<file path="config.mk">
export PLATFORM = sky130hd
export DESIGN_NAME = supplier
export DESIGN_NICKNAME = d
export VERILOG_FILES = /design/src/rtl/supplier.sv
export SDC_FILE = /design/constraint.sdc
export NUM_CORES = 1
export LEC_CHECK = 0
export CORE_MARGIN = 5
export CORE_UTILIZATION = 59
export DETAILED_ROUTE_END_ITERATION = 10
export PLACE_DENSITY = 0.89
export REMOVE_ABC_BUFFERS = 1
export SLEW_MARGIN = 20
export SYNTH_ARGS = -nofsm -noshare
export SYNTH_HDL_FRONTEND = slang
export SYNTH_SLANG_ARGS = --single-unit
</file>
<file path="constraint.sdc">
create_clock -name clk -period 4.6 [get_ports clk]
set_clock_uncertainty 0.05 [all_clocks]
set_input_delay 1.38 -clock clk [delete_from_list [all_inputs] [get_ports clk]]
set_output_delay 1.38 -clock clk [all_outputs]
set_load 0.01 [all_outputs]
</file>
<file path="src/rtl/supplier.sv">
// Restock side of the vending stock path: per-lane stock registers,
// operator restock FSM and same-cycle merge with completed sales.
module supplier #(
  parameter logic [2:0] INIT_COUNT  = 3'd0,
  parameter int         HOLD_CYCLES = 100_000_000
) (
  input  logic       clk,
  input  logic       rst_n,
  input  logic       ens,
  input  logic [2:0] num,
  input  logic [6:0] addcount,
  input  logic       confirm,
  input  logic       sale_valid,
  input  logic [2:0] sale_num,
  input  logic [2:0] sale_count,
  output logic [2:0] count1,
  output logic [2:0] count2,
  output logic [2:0] count3,
  output logic [2:0] count4,
  output logic [2:0] count5,
  output logic [2:0] count6,
  output logic [2:0] count7,
  output logic [2:0] accepted,
  output logic       overflow,
  output logic       busy,
  output logic       done,
  output logic       sale_err
);

  localparam int HW = (HOLD_CYCLES > 1) ? $clog2(HOLD_CYCLES) : 1;

  typedef enum logic [1:0] {
    IDLE,
    ARMED,
    COMMIT,
    HOLD
  } state_e;

  state_e state_q, state_d;
  logic [HW-1:0] hold_q, hold_d;
  logic [2:0] lnum_q, lnum_d;
  logic [2:0] lq_q, lq_d;
  logic conf_q, conf_prev_q;
  logic [2:0] cnt_q [1:7];
  logic [2:0] cnt_d [1:7];
  logic [2:0] acc_q, acc_d;
  logic ovf_q, ovf_d;
  logic done_q, done_d;
  logic err_q, err_d;
  logic [2:0] q;
  logic rise;
  logic commit;
  logic sale_ok;
  logic [2:0] t [1:7];
  logic [3:0] s;

  assign rise = conf_q & ~conf_prev_q;

  // Non-one-hot quantity selections fall back to a single item
  always_comb begin
    q = 3'd1;
    if ($onehot(addcount)) begin
      for (int i = 0; i < 7; i++) begin
        if (addcount[i]) q = 3'(7 - i);
      end
    end
  end

  always_comb begin
    state_d = state_q;
    hold_d  = hold_q;
    lnum_d  = lnum_q;
    lq_d    = lq_q;
    commit  = 1'b0;
    unique case (state_q)
      IDLE: begin
        if (ens) state_d = ARMED;
      end
      ARMED: begin
        if (!ens) begin
          state_d = IDLE;
        end else if (rise) begin
          lnum_d  = num;
          lq_d    = q;
          state_d = COMMIT;
        end
      end
      COMMIT: begin
        commit  = 1'b1;
        hold_d  = HW'(HOLD_CYCLES - 1);
        state_d = HOLD;
      end
      HOLD: begin
        if (hold_q == '0) begin
          state_d = ens ? ARMED : IDLE;
        end else begin
          hold_d = hold_q - 1'b1;
        end
      end
      default: state_d = IDLE;
    endcase
  end

  // Sale lands first; a same-lane restock then saturates on the result
  always_comb begin
    sale_ok = 1'b0;
    acc_d   = acc_q;
    ovf_d   = ovf_q;
    s       = '0;
    for (int i = 1; i <= 7; i++) begin
      t[i] = cnt_q[i];
      if (sale_valid && sale_num == 3'(i) &&
          sale_count <= cnt_q[i]) begin
        sale_ok = 1'b1;
        t[i]    = cnt_q[i] - sale_count;
      end
      cnt_d[i] = t[i];
    end
    if (commit) begin
      if (lnum_q == 3'd0) begin
        acc_d = 3'd0;
        ovf_d = 1'b1;
      end else begin
        for (int i = 1; i <= 7; i++) begin
          if (lnum_q == 3'(i)) begin
            s = {1'b0, t[i]} + {1'b0, lq_q};
            if (s > 4'd7) begin
              cnt_d[i] = 3'd7;
              acc_d    = 3'd7 - t[i];
              ovf_d    = 1'b1;
            end else begin
              cnt_d[i] = s[2:0];
              acc_d    = lq_q;
              ovf_d    = 1'b0;
            end
          end
        end
      end
    end
    err_d  = sale_valid & ~sale_ok;
    done_d = commit;
  end

  always_ff @(posedge clk or negedge rst_n) begin
    if (!rst_n) begin
      state_q     <= IDLE;
      hold_q      <= '0;
      lnum_q      <= '0;
      lq_q        <= '0;
      conf_q      <= 1'b0;
      conf_prev_q <= 1'b0;
      acc_q       <= '0;
      ovf_q       <= 1'b0;
      done_q      <= 1'b0;
      err_q       <= 1'b0;
      for (int i = 1; i <= 7; i++) cnt_q[i] <= INIT_COUNT;
    end else begin
      state_q     <= state_d;
      hold_q      <= hold_d;
      lnum_q      <= lnum_d;
      lq_q        <= lq_d;
      conf_q      <= confirm;
      conf_prev_q <= conf_q;
      acc_q       <= acc_d;
      ovf_q       <= ovf_d;
      done_q      <= done_d;
      err_q       <= err_d;
      for (int i = 1; i <= 7; i++) cnt_q[i] <= cnt_d[i];
    end
  end

  assign count1   = cnt_q[1];
  assign count2   = cnt_q[2];
  assign count3   = cnt_q[3];
  assign count4   = cnt_q[4];
  assign count5   = cnt_q[5];
  assign count6   = cnt_q[6];
  assign count7   = cnt_q[7];
  assign accepted = acc_q;
  assign overflow = ovf_q;
  assign busy     = (state_q == COMMIT) || (state_q == HOLD);
  assign done     = done_q;
  assign sale_err = err_q;

endmodule

</file>
Word-level counts from Yosys, hierarchy flattened
Index checks and enable logic that the tools add are counted.
{ "word_totals": {"register_bits": 64, "latchBits": 0, "ramBits": 0, "rom_bits": 0, "input_bits": 21, "output_inout_bits": 28, "memories": 0} }
{ "classes": {"addsub": 28, "n_mul": 0, "n_div": 0, "order_cmp": 14, "n_eq_ne": 22, "n_shift": 0, "mux": 77, "n_bitwise": 4, "n_reduce_logical": 24} }
{ "op_table": {"columns": ["operator", "count"], "rows": [
  ["3-bit two-way mux", 44],
  ["27-bit case mux with 2 select lines", 1],
  ["21-bit two-way mux", 2],
  ["3-bit by 3-bit adder with 4-bit output", 7],
  ["4-bit by 3-bit greater-than comparator with 1-bit output, second input constant", 7],
  ["27-bit zero test", 1],
  ["27-bit two-way mux", 1],
  ["27-bit by 1-bit subtractor with 27-bit output, second input constant", 1],
  ["3-bit == test, second input constant", 8],
  ["1-bit two-way mux", 24],
  ["3-bit less-or-equal comparator", 7],
  ["3-bit subtractor", 7],
  ["3-bit subtractor, first input constant", 7],
  ["1-bit logical AND", 14],
  ["3-bit by 2-bit == test with 1-bit output, second input constant", 4],
  ["3-bit by 1-bit == test with 1-bit output, second input constant", 3],
  ["2-bit two-way mux", 4],
  ["2-bit case mux with 4 select lines", 1],
  ["8-bit nonzero test", 1],
  ["1-bit by 1-bit adder with 2-bit output", 3],
  ["2-bit inequality test, second input constant", 3],
  ["3-bit AND reduction", 2],
  ["2-bit == test, second input constant", 2],
  ["2-bit AND reduction", 2],
  ["other kinds (11)", 13]
]} }

Depth between registers and ports, before layout
Gate-level depths: netlist (run 1).
{ "logic_depth": {"word_depth": 15, "depth_mapped": 17, "depth_no_buf": 16} }

Worst setup path before layout (run 1)
Ideal clock, no wire load.
{ "synth_path": {"path_type": "input-to-reg", "start": "in sale_count[1]", "end": "reg acc_q[1] (netlist: accepted[1])", "arrival_time_ps": 4303, "slack_ps": 120, "stages": 15, "path_buffers": 1, "path_cell_list": "inv_1 > ha_1 > a21o_1 > a31oi_1 > or4_1 > clkbuf_1 > mux2_2 > ha_1 > a21oi_1 > nand2_1 > and2_1 > mux2i_1 > a222oi_1 > o21bai_1 > a221o_1"} }
{ "synth_between": {"elab_chain_len": 14} }
{ "synth_rtl": {"columns": ["item", "line", "rtl"], "rows": [
  ["from (decl)", "15", "input logic [2:0] sale_count,"],
  ["3-bit less-or-equal comparator", "113", "sale_count <= cnt_q[i]) begin"],
  ["1-bit logical AND", "112", "if (sale_valid && sale_num == 3'(i) &&"],
  ["3-bit two-way mux", "112", null],
  ["3-bit by 3-bit adder with 4-bit output", "126", "s = {1'b0, t[i]} + {1'b0, lq_q};"],
  ["4-bit by 3-bit greater-than comparator with 1-bit output", "127", "if (s > 4'd7) begin"],
  ["3-bit two-way mux", "127", null],
  ["3-bit two-way mux (6 in a row)", "125", "if (lnum_q == 3'(i)) begin"],
  ["3-bit two-way mux (*)", "125", null],
  ["3-bit two-way mux (*)", "120", "if (lnum_q == 3'd0) begin"],
  ["to (signal assigned)", "152", "acc_q <= '0;"],
  ["to (signal assigned)", "164", "acc_q <= acc_d;"],
  ["to (decl)", "46", "logic [2:0] acc_q, acc_d;"]
]} }
Mark *: on every way between the ends. The rest lies on a longest branch, timed or not. The select of a mux whose other input is x is not followed.
A chain may end at the register's enable or synchronous reset.

Final worst setup path (run 1)
{ "layout_path": {"start": "in sale_count[2]", "end": "reg acc_q[2] (netlist: accepted[2])"} }
Same word-level chain as after synthesis.

==> results.cfg, run 1 <==
[clock_network]
clk_pin_slew_worst_paths_ns = 0.08
ctsRootBufferMaster = clkbuf_8
ctsHtreeMaxLevel = 3
cts.sinks = 64
ctsHoldBuffers = 0
worst_skew_pair.late_latency_ns = 0.36
cts_inserted_buffers = 9
cts_tree = done
cts_buffer_depth = 2

[min_path]
min_from = conf_q$_DFF_PN0_
hold_class = flip-flop to flip-flop

[critical_path]
cp_slowest_cell = clkdlybuf4s50_1
path_max_fanout = 3
max_stage_delay_ns = 0.48
cp.arrival_ns = 4.73
start_kind = input pin
path_buf_inv = 3
reg2reg_from = count4[2]$_DFF_PN0_
crit_path_cell_trace = clkdlybuf4s50_1 -> inv_2 -> buf_4 -> ha_1 -> a21oi_1 -> o21ai_1 -> nand3_1 -> mux2_2 -> ha_1 -> a21oi_2 -> nand2_2 -> mux2_2 -> o22ai_1 -> o21ai_1 -> a32oi_1 -> o21ai_0
required_ns = 4.78
critical-path-top-delay-family = compound AO/OA/AOI/OAI gates
crit_type = input pin to flip-flop
endpoint_kind = flip-flop
crit_start = sale_count[2]

[sta]
min_period_over_period = 0.989
finalSetupTns_ns = 0
finalHoldViolCount = 0
finalSetupViolCount = 0
timing.fmax_mhz = 220
relSlewSlack = 0.349
maxSlewViolCount = 0
period_minus_slack_ns = 4.55
holdWs_ns = 0.376
worst_pin_slew_ns = 0.977

[yosys]
synth_edf_count = 0
yosys_warnings = 0
async_flop_share = 1.00
synth.distinct_cells = 67
synth.most_common_cell = dfrtp_1
netlist.top_cell.by_area = dfrtp_1
syn_avg_cell_area_um2 = 8.94
synthCells = 573
mappedNetlistArea_um2 = 5120
synth_commonest_cells = 64 x dfrtp_1, 61 x nand2_1, 48 x inv_1
synth-seq-cells = 64
synth.area.top_cells = dfrtp_1 31%, ha_1 11%, fa_1 7.0%, nand2_1 4.5%, a21oi_1 4.0%
yosysTopAreaCellShare = 0.313
ys.flop_type = dfrtp_1
seq_area_frac_synth = 0.313

[outcome]
status = finished, final reports clean

[floorplan]
io_pins = 49
rows = 34
die_h_um = 103
die-width_um = 103
start_util = 0.596
coreArea_um2 = 8590
die_area_um2 = 10600

[pwr]
power.leakage_nw = 3.05
p_per_area_nw_per_um2 = 469
max-vdd-ir-drop_uv = 169

[routing]
wl_per_cell_um = 18.6
dr.pass1.iters = 5
finalWirelength_mm = 15.2
ant_nets = 0
dr_total_vias = 5033
viasPerCell = 6.18
drc_errors = 0
initialDrtViolationCount = 321

[place]
gp_congestion = 0.947
place_area_um2 = 6290
port_buffers = 48
hpwl_mm = 11.3

[final_layout]
drive_gt1_frac = 0.201
fin_area_um2 = 6650
nNetsFinal = 784
final.fill_count = 537
areaGrowthSynthToFinish_pct = 29.9
diodes = 0

[global_route]
antenna_found_initial = 0
grt_pass1_vias = 5259
track_usage = 0.294
grt_pass1_wl_mm = 24.3
grt_start_max_net_pins = 43
grt_overflow = 0

[flow_run]
max-cap-violations = 0
==> power breakdown <==
part / switching (W) / leakage (nW) / internal [W] / total [W]
registers: 0.000121 / 0.728 / 0.000662 / 0.000783
logic: 0.000820 / 2.21 / 0.000932 / 0.00175
clock network: 0.000246 / 0.113 / 0.000336 / 0.000582
total: 0.00119 / 3.05 / 0.00193 / 0.00312
==> layout by cell type (no fill, tap or decap), drive strengths merged, types with 6 or more instances in the layout <==
cell,instances
buf,86
nor2b,11
clkbuf,12
nor2,37
or3,6
a22oi,7
a21oi,41
a21o,7
nand4,6
o22a,6
xnor2,13
nand3,25
ha,44
clkdlybuf4s50,46
nor4,6
o21ai,29
nor3,20
mux2i,10
nand2,61
dfrtp,64
xor2,13
mux2,15
and3,6
and2,6
inv,48
fa,18
==> metrics by stage <==
step                      utilization  std cells  total power, W  setup slack, ns
after global placement          0.732        795         0.00231           -0.196
after floorplan                     -        557         0.00159            0.124
final                           0.774        814         0.00312           0.0509
after detailed placement        0.732        795         0.00242           -0.369
after CTS                       0.759        811         0.00301           0.0345
after global routing            0.774        814         0.00332          -0.0283
==> layer usage <==
| layer | vias to the layer above | share of wire | track usage |
|---|---|---|---|
| li1 | 2304 | - | - |
| met1 | 2424 | 0.38 | 0.335 |
| met2 | 226 | 0.51 | 0.518 |
| met3 | 79 | 0.056 | 0.0467 |
| met4 | 0 | 0.054 | 0.171 |
| met5 | - | 0 | 0 |
==> path summary, 6_finish.rpt <==
path                       slack (ns)                 endpoint  depth (start not counted)
max reg2reg                      1.23  accepted[1]$_DFFE_PN0P_                         14
max in group asynchronous        2.50    conf_prev_q$_DFF_PN0_                          2
min in group asynchronous        1.11      count4[1]$_DFF_PN0_                          1
min                              0.38    conf_prev_q$_DFF_PN0_                          0
min reg2reg                      0.38    conf_prev_q$_DFF_PN0_                          0
max                              0.05  accepted[2]$_DFFE_PN0P_                         16
==> worst reg2reg max path, stage by stage (launching register included) <==
cell and delay (ns):
dfrtp_1 0.45, ha_4 0.31, a21o_1 0.11, a31oi_1 0.03, or4_4 0.46, a21oi_1 0.28, inv_1 0.09, ha_1 0.28
nand3_1 0.08, and2_1 0.16, buf_4 0.14, a21oi_1 0.18, a222oi_1 0.13, o21bai_1 0.21, a221o_1 0.29
==> layout make-up <==
cell class                      count  area [um^2]  area share
Clock buffer                       12          155      0.0233
Clock inverter                      4         76.3      0.0115
Inverter                           48          180      0.0271
Multi-Input combinational cell    445         3370       0.507
Sequential cell                    64         1600       0.241
Tap cell                          108          135      0.0203
Timing Repair Buffer              133         1130       0.170
==> registers in the layout, summed over array words and instances (netlist names), named ones only <==
| signal | cells |
|---|---|
| count2 | 3 |
| conf_q | 1 |
| accepted | 3 |
| overflow | 1 |
| hold_q | 27 |
| count3 | 3 |
| count1 | 3 |
| state_q | 1 |
| done | 1 |
| lq_q | 3 |
| count5 | 3 |
| count6 | 3 |
| conf_prev_q | 1 |
| count7 | 3 |
| sale_err | 1 |
| lnum_q | 3 |
| count4 | 3 |
==> timing repair <==
item | 4_1_cts | 5_1_grt
gates cloned | 0 | 0
setup endpoints to repair | 1 | 4
pin swaps | 0 | 4
buffers inserted | 0 | 3
gates resized for setup | 2 | 23
==> logic make-up (layout without fill, tap and decap cells) <==
logic type	after synthesis	in the layout	synth area share
flops	64	64	0.313
fa+ha+maj	62	62	0.178
buf+inv	64	197	0.0486
xor+xnor	26	26	0.0445
compound gates	133	133	0.170
mux	25	25	0.0525
simple gates	199	199	0.194
Note: power is estimated with default switching activity, not from simulation.
==> run 2: changes to the inputs <==
--- a/config.mk
+++ b/config.mk
@@ -5,11 +5,13 @@
 export SDC_FILE = /design/constraint.sdc
 export NUM_CORES = 1
 export LEC_CHECK = 0
+export CAP_MARGIN = 25
 export CORE_MARGIN = 5
 export CORE_UTILIZATION = 59
 export DETAILED_ROUTE_END_ITERATION = 10
 export PLACE_DENSITY = 0.89
 export REMOVE_ABC_BUFFERS = 1
+export SKIP_LAST_GASP = 1
 export SLEW_MARGIN = 20
 export SYNTH_ARGS = -nofsm -noshare
 export SYNTH_HDL_FRONTEND = slang
==> run 2 against run 1 <==
Clock-buffer cell count stayed put; non-clock buffer count is 1 higher; routed wire length hardly changed; critical path type unchanged.
==> results.cfg, run 2 (synthesis results as in run 1) <==
[routing]
initialDrtViolationCount = 286
wl_per_cell_um = 18.6
drc_errors = 0
viasPerCell = 6.15
ant_nets = 0
dr.pass1.iters = 5
finalWirelength_mm = 15.2
dr_total_vias = 5016

[sta]
setup_slack_ns = 0.0662
relSlewSlack = 0.525
finalHoldViolCount = 0
period_minus_slack_ns = 4.53
timing.fmax_mhz = 221
finalSetupViolCount = 0
min_period_over_period = 0.986
maxSlewViolCount = 0
worst_pin_slew_ns = 0.703

[final_layout]
largest_reg_flops = 27
drive_gt1_frac = 0.202
final.fill_count = 531
regMostFlops = hold_q
nNetsFinal = 785
areaGrowthSynthToFinish_pct = 30.2
final_cells = 815
diodes = 0
layout_common_cells = 84 x buf_4, 64 x dfrtp_1, 59 x nand2_1, 47 x inv_1, 46 x clkdlybuf4s50_1
final_common_cell = buf_4

[global_route]
grt_pass1_vias = 5259
grt_overflow = 0
antenna_found_initial = 0
track_usage = 0.294
grt_pass1_wl_mm = 24.3
grt_start_max_net_pins = 43

[place]
dp_cells = 795
hpwl_mm = 11.3
gp_congestion = 0.947
port_buffers = 48
pre_cts_ws_ns = -0.369

[clock_network]
clk_pin_slew_worst_paths_ns = 0.08
ctsRootBufferMaster = clkbuf_8
ctsHoldBuffers = 0
worst_skew_pair.late_latency_ns = 0.36
cts.sinks = 64
cts_inserted_buffers = 9
cts_buffer_depth = 2
ctsHtreeMaxLevel = 3
cts_tree = done

[floorplan]
start_util = 0.596
die_h_um = 103
rows = 34
die-width_um = 103
io_pins = 49
coreArea_um2 = 8590
die_area_um2 = 10600

[critical_path]
crit_path_cell_trace = clkdlybuf4s50_1 -> inv_2 -> buf_4 -> ha_1 -> a21oi_1 -> o21ai_1 -> nand3_1 -> mux2_2 -> ha_1 -> a21oi_2 -> nand2_2 -> mux2_2 -> o22ai_1 -> o21ai_1 -> a32oi_1 -> o21ai_0
crit_type = input pin to flip-flop
cp.arrival_ns = 4.70
path_buf_inv = 3
cp_slowest_cell = clkdlybuf4s50_1
endpoint_kind = flip-flop
start_kind = input pin
critical-path-top-delay-family = compound AO/OA/AOI/OAI gates
path_max_fanout = 3
required_ns = 4.77
max_stage_delay_ns = 0.48

[flow_run]
max-cap-violations = 0

[pwr]
p_per_area_nw_per_um2 = 468
power.leakage_nw = 3.06
totalPowerFinal_w = 0.00312
max-vdd-ir-drop_uv = 170

[min_path]
hold_class = flip-flop to flip-flop

[outcome]
status = finished, final reports clean
[run 2: repair_timing]
action,in CTS,in global routing
resized for setup,2,23
endpoints found under the setup margin,1,4
setup buffers,0,3
pin swaps,0,4
[run 2: per-layer routing]
| layer | global-route usage | vias to the layer above | wire (um) | part of all wire |
|---|---|---|---|---|
| met3 | 0.0467 | 65 | 874 | 0.058 |
| met2 | 0.518 | 239 | 7850 | 0.52 |
| met5 | 0 | - | 0 | 0 |
| met4 | 0.171 | 0 | 692 | 0.046 |
| met1 | 0.335 | 2410 | 5750 | 0.38 |
| li1 | - | 2302 | - | - |
[run 2: layout make-up]
cell class	instances	area (um^2)	area share
multi-input cells	445	3370	0.506
flip-flops and latches	64	1600	0.240
repair buffers	134	1150	0.172
inverters	48	180	0.0270
clock buffers	12	155	0.0233
well taps	108	135	0.0203
clock inverters	4	76.3	0.0114
[run 2: power breakdown]
| part | internal, W | switching, W |
|---|---|---|
| clock network | 0.000336 | 0.000243 |
| logic | 0.000935 | 0.000823 |
| registers | 0.000662 | 0.000121 |
[run 2: worst paths after layout]
| check | start | end | slack [ns] | cells past startpoint |
|---|---|---|---|---|
| setup / recovery | sale_count[2] | accepted[2]$_DFFE_PN0P_ | 0.07 | 16 |
| hold / removal | conf_q$_DFF_PN0_ | conf_prev_q$_DFF_PN0_ | 0.38 | 0 |
| min in group asynchronous | rst_n | count4[1]$_DFF_PN0_ | 0.85 | 1 |
| setup reg to reg | count4[2]$_DFF_PN0_ | accepted[1]$_DFFE_PN0P_ | 1.21 | 13 |
| hold reg to reg | conf_q$_DFF_PN0_ | conf_prev_q$_DFF_PN0_ | 0.38 | 0 |
| max in group asynchronous | rst_n | hold_q[23]$_DFFE_PN0P_ | 3.00 | 2 |
[run 2: per-stage QoR]
| step | setup TNS, ns | util | hold WS, ns | area [um^2] |
|---|---|---|---|---|
| 6_report | 0 | 0.776 | 0.377 | 6670 |
| 2_1_floorplan | 0 | - | 0.304 | 5050 |
| 5_1_grt | -0.0302 | 0.776 | 0.387 | 6670 |
| 3_5_place_dp | -1.11 | 0.732 | 0.346 | 6290 |
| 3_3_place_gp | -0.534 | 0.732 | 0.330 | 6290 |
| 4_1_cts | 0 | 0.759 | 0.371 | 6520 |
==> run 3: changes to the inputs <==
--- a/config.mk
+++ b/config.mk
@@ -10,7 +10,6 @@
 export CORE_UTILIZATION = 59
 export DETAILED_ROUTE_END_ITERATION = 10
 export PLACE_DENSITY = 0.89
-export REMOVE_ABC_BUFFERS = 1
 export SKIP_LAST_GASP = 1
 export SLEW_MARGIN = 20
 export SYNTH_ARGS = -nofsm -noshare
==> run 3 against run 2 <==
Flip-flop and latch count is the same; critical endpoint is now accepted[1]$_DFFE_PN0P_; core utilization decreased by 1.3 points; global-route usage decreased by 1.9 points.
==> results.cfg, run 3 (synthesis results as in run 1) <==
[final_layout]
final_common_cell = buf_4
drive_gt1_frac = 0.199
layout_common_cells = 77 x buf_4, 64 x dfrtp_1, 58 x nand2_1, 47 x inv_1, 46 x clkdlybuf4s50_1
diodes = 0
areaGrowthSynthToFinish_pct = 28.0
nNetsFinal = 778
regMostFlops = hold_q
post-route-util = 0.763
final.fill_count = 561
largest_reg_flops = 27

[critical_path]
path_max_fanout = 5
reg2reg_slack_ns = 1.23
required_ns = 4.78
start_kind = input pin
cp.arrival_ns = 4.73
timing.rr.end = accepted[1]$_DFFE_PN0P_
worstRegToRegCells = 15
crit_type = input pin to flip-flop
reg2reg_from = count4[0]$_DFF_PN0_
endpoint_kind = flip-flop

[clock_network]
postCtsSetupRepairBufs = 0
ctsHtreeMaxLevel = 3
ctsHoldBuffers = 0
cts_tree = done
cts.sinks = 64
cts_resized = 0
worst_skew_pair.late_latency_ns = 0.36
cts_inserted_buffers = 9
ctsRootBufferMaster = clkbuf_8
clk_pin_slew_worst_paths_ns = 0.07
cts_buffer_depth = 2

[routing]
finalWirelength_mm = 14.6
wl_per_cell_um = 18.1
viasPerCell = 6.20
drc_errors = 0
dr.pass1.iters = 6
dr_total_vias = 5003
ant_nets = 0
initialDrtViolationCount = 434

[place]
hpwl_mm = 10.6
gp_congestion = 0.923
port_buffers = 48

[global_route]
grt_pass1_vias = 4967
antenna_found_initial = 0
track_usage = 0.274
grt_pass1_wl_mm = 22.8
grt_start_max_net_pins = 41
grt_overflow = 0

[min_path]
min_from = conf_q$_DFF_PN0_
hold_path_end = conf_prev_q$_DFF_PN0_
hold_class = flip-flop to flip-flop
hold_path_depth = 0

[floorplan]
start_util = 0.596
die_area_um2 = 10600
coreArea_um2 = 8590
die-width_um = 103
rows = 34
die_h_um = 103
io_pins = 49

[flow_run]
max-cap-violations = 0

[sta]
holdWs_ns = 0.347
rsz0062_at_grt = yes
finalHoldViolCount = 0
finalSetupViolCount = 0
period_minus_slack_ns = 4.54
relSlewSlack = 0.391
maxSlewViolCount = 0
min_period_over_period = 0.988
worst_pin_slew_ns = 0.913
timing.fmax_mhz = 220

[pwr]
max-vdd-ir-drop_uv = 207
p_per_area_nw_per_um2 = 453
seqPwrFrac = 0.263
p_comb_frac = 0.585
power.leakage_nw = 2.99
p_int_w = 0.00182
power.switching_w = 0.00115
p_clk_frac = 0.151
swShare = 0.388

[yosys]
syn-num-nets = 656

[outcome]
status = finished, final reports clean
## run 3: how the worst max path moves through the flow
stage	from	to	slack, ns	depth (start not counted)
after floorplan	sale_count[1]	accepted[1]$_DFFE_PN0P_	0.12	15
after global placement	sale_count[2]	accepted[2]$_DFFE_PN0P_	-0.20	19
after detailed placement	sale_count[2]	accepted[1]$_DFFE_PN0P_	-0.31	15
after CTS	sale_count[2]	accepted[1]$_DFFE_PN0P_	0.04	15
after global routing	sale_count[2]	accepted[2]$_DFFE_PN0P_	-0.11	17
final	sale_count[1]	accepted[1]$_DFFE_PN0P_	0.06	16
## run 3: power groups by stage
stage,Combinational (W),Sequential (W),Clock (W)
CTS,0.00164,0.000771,0.000445
global route,0.00191,0.000793,0.000475
finish,0.00174,0.000782,0.000449
detailed placement,0.00163,0.000782,0
floorplan,0.000799,0.000796,0
global placement,0.00154,0.000776,0
## run 3: critical path: stages
cell,delay [ns]
clkdlybuf4s50_1,0.47
inv_1,0.09
buf_4,0.17
ha_1,0.33
nand2_1,0.09
o21ai_1,0.19
nand2_2,0.12
buf_4,0.16
o21ai_0,0.29
ha_1,0.24
nand3_1,0.11
and2_1,0.21
nor3_1,0.23
a222oi_1,0.12
o21bai_1,0.21
a221o_1,0.30
## run 3: final cells by class
cell class                 count  area (um^2)  area share
multi-input combinational    445         3390       0.517
sequential                    64         1600       0.244
clock inverter                 3         17.5     0.00267
inverter                      48          180      0.0275
clock buffer                  12          155      0.0237
tap                          108          135      0.0206
timing repair buffer         127         1080       0.165
## run 3: per-stage QoR
step	setup slack, ns	power, W	setup TNS [ns]	cells	cell area [um^2]
2_1_floorplan	0.120	0.00159	0	573	5120
3_3_place_gp	-0.198	0.00231	-0.571	791	6260
3_5_place_dp	-0.309	0.00241	-1.03	791	6260
4_1_cts	0.0395	0.00285	0	806	6430
5_1_grt	-0.110	0.00317	-0.254	807	6560
6_report	0.0553	0.00297	0	807	6560
## run 3: per-layer routing
| layer | routed length (um) | share of wire | vias up | track usage |
|---|---|---|---|---|
| met4 | 616 | 0.042 | 0 | 0.112 |
| met2 | 7390 | 0.51 | 232 | 0.480 |
| met3 | 955 | 0.065 | 68 | 0.0494 |
| met5 | 0 | 0 | - | 0 |
| li1 | - | - | 2297 | - |
| met1 | 5660 | 0.39 | 2406 | 0.333 |
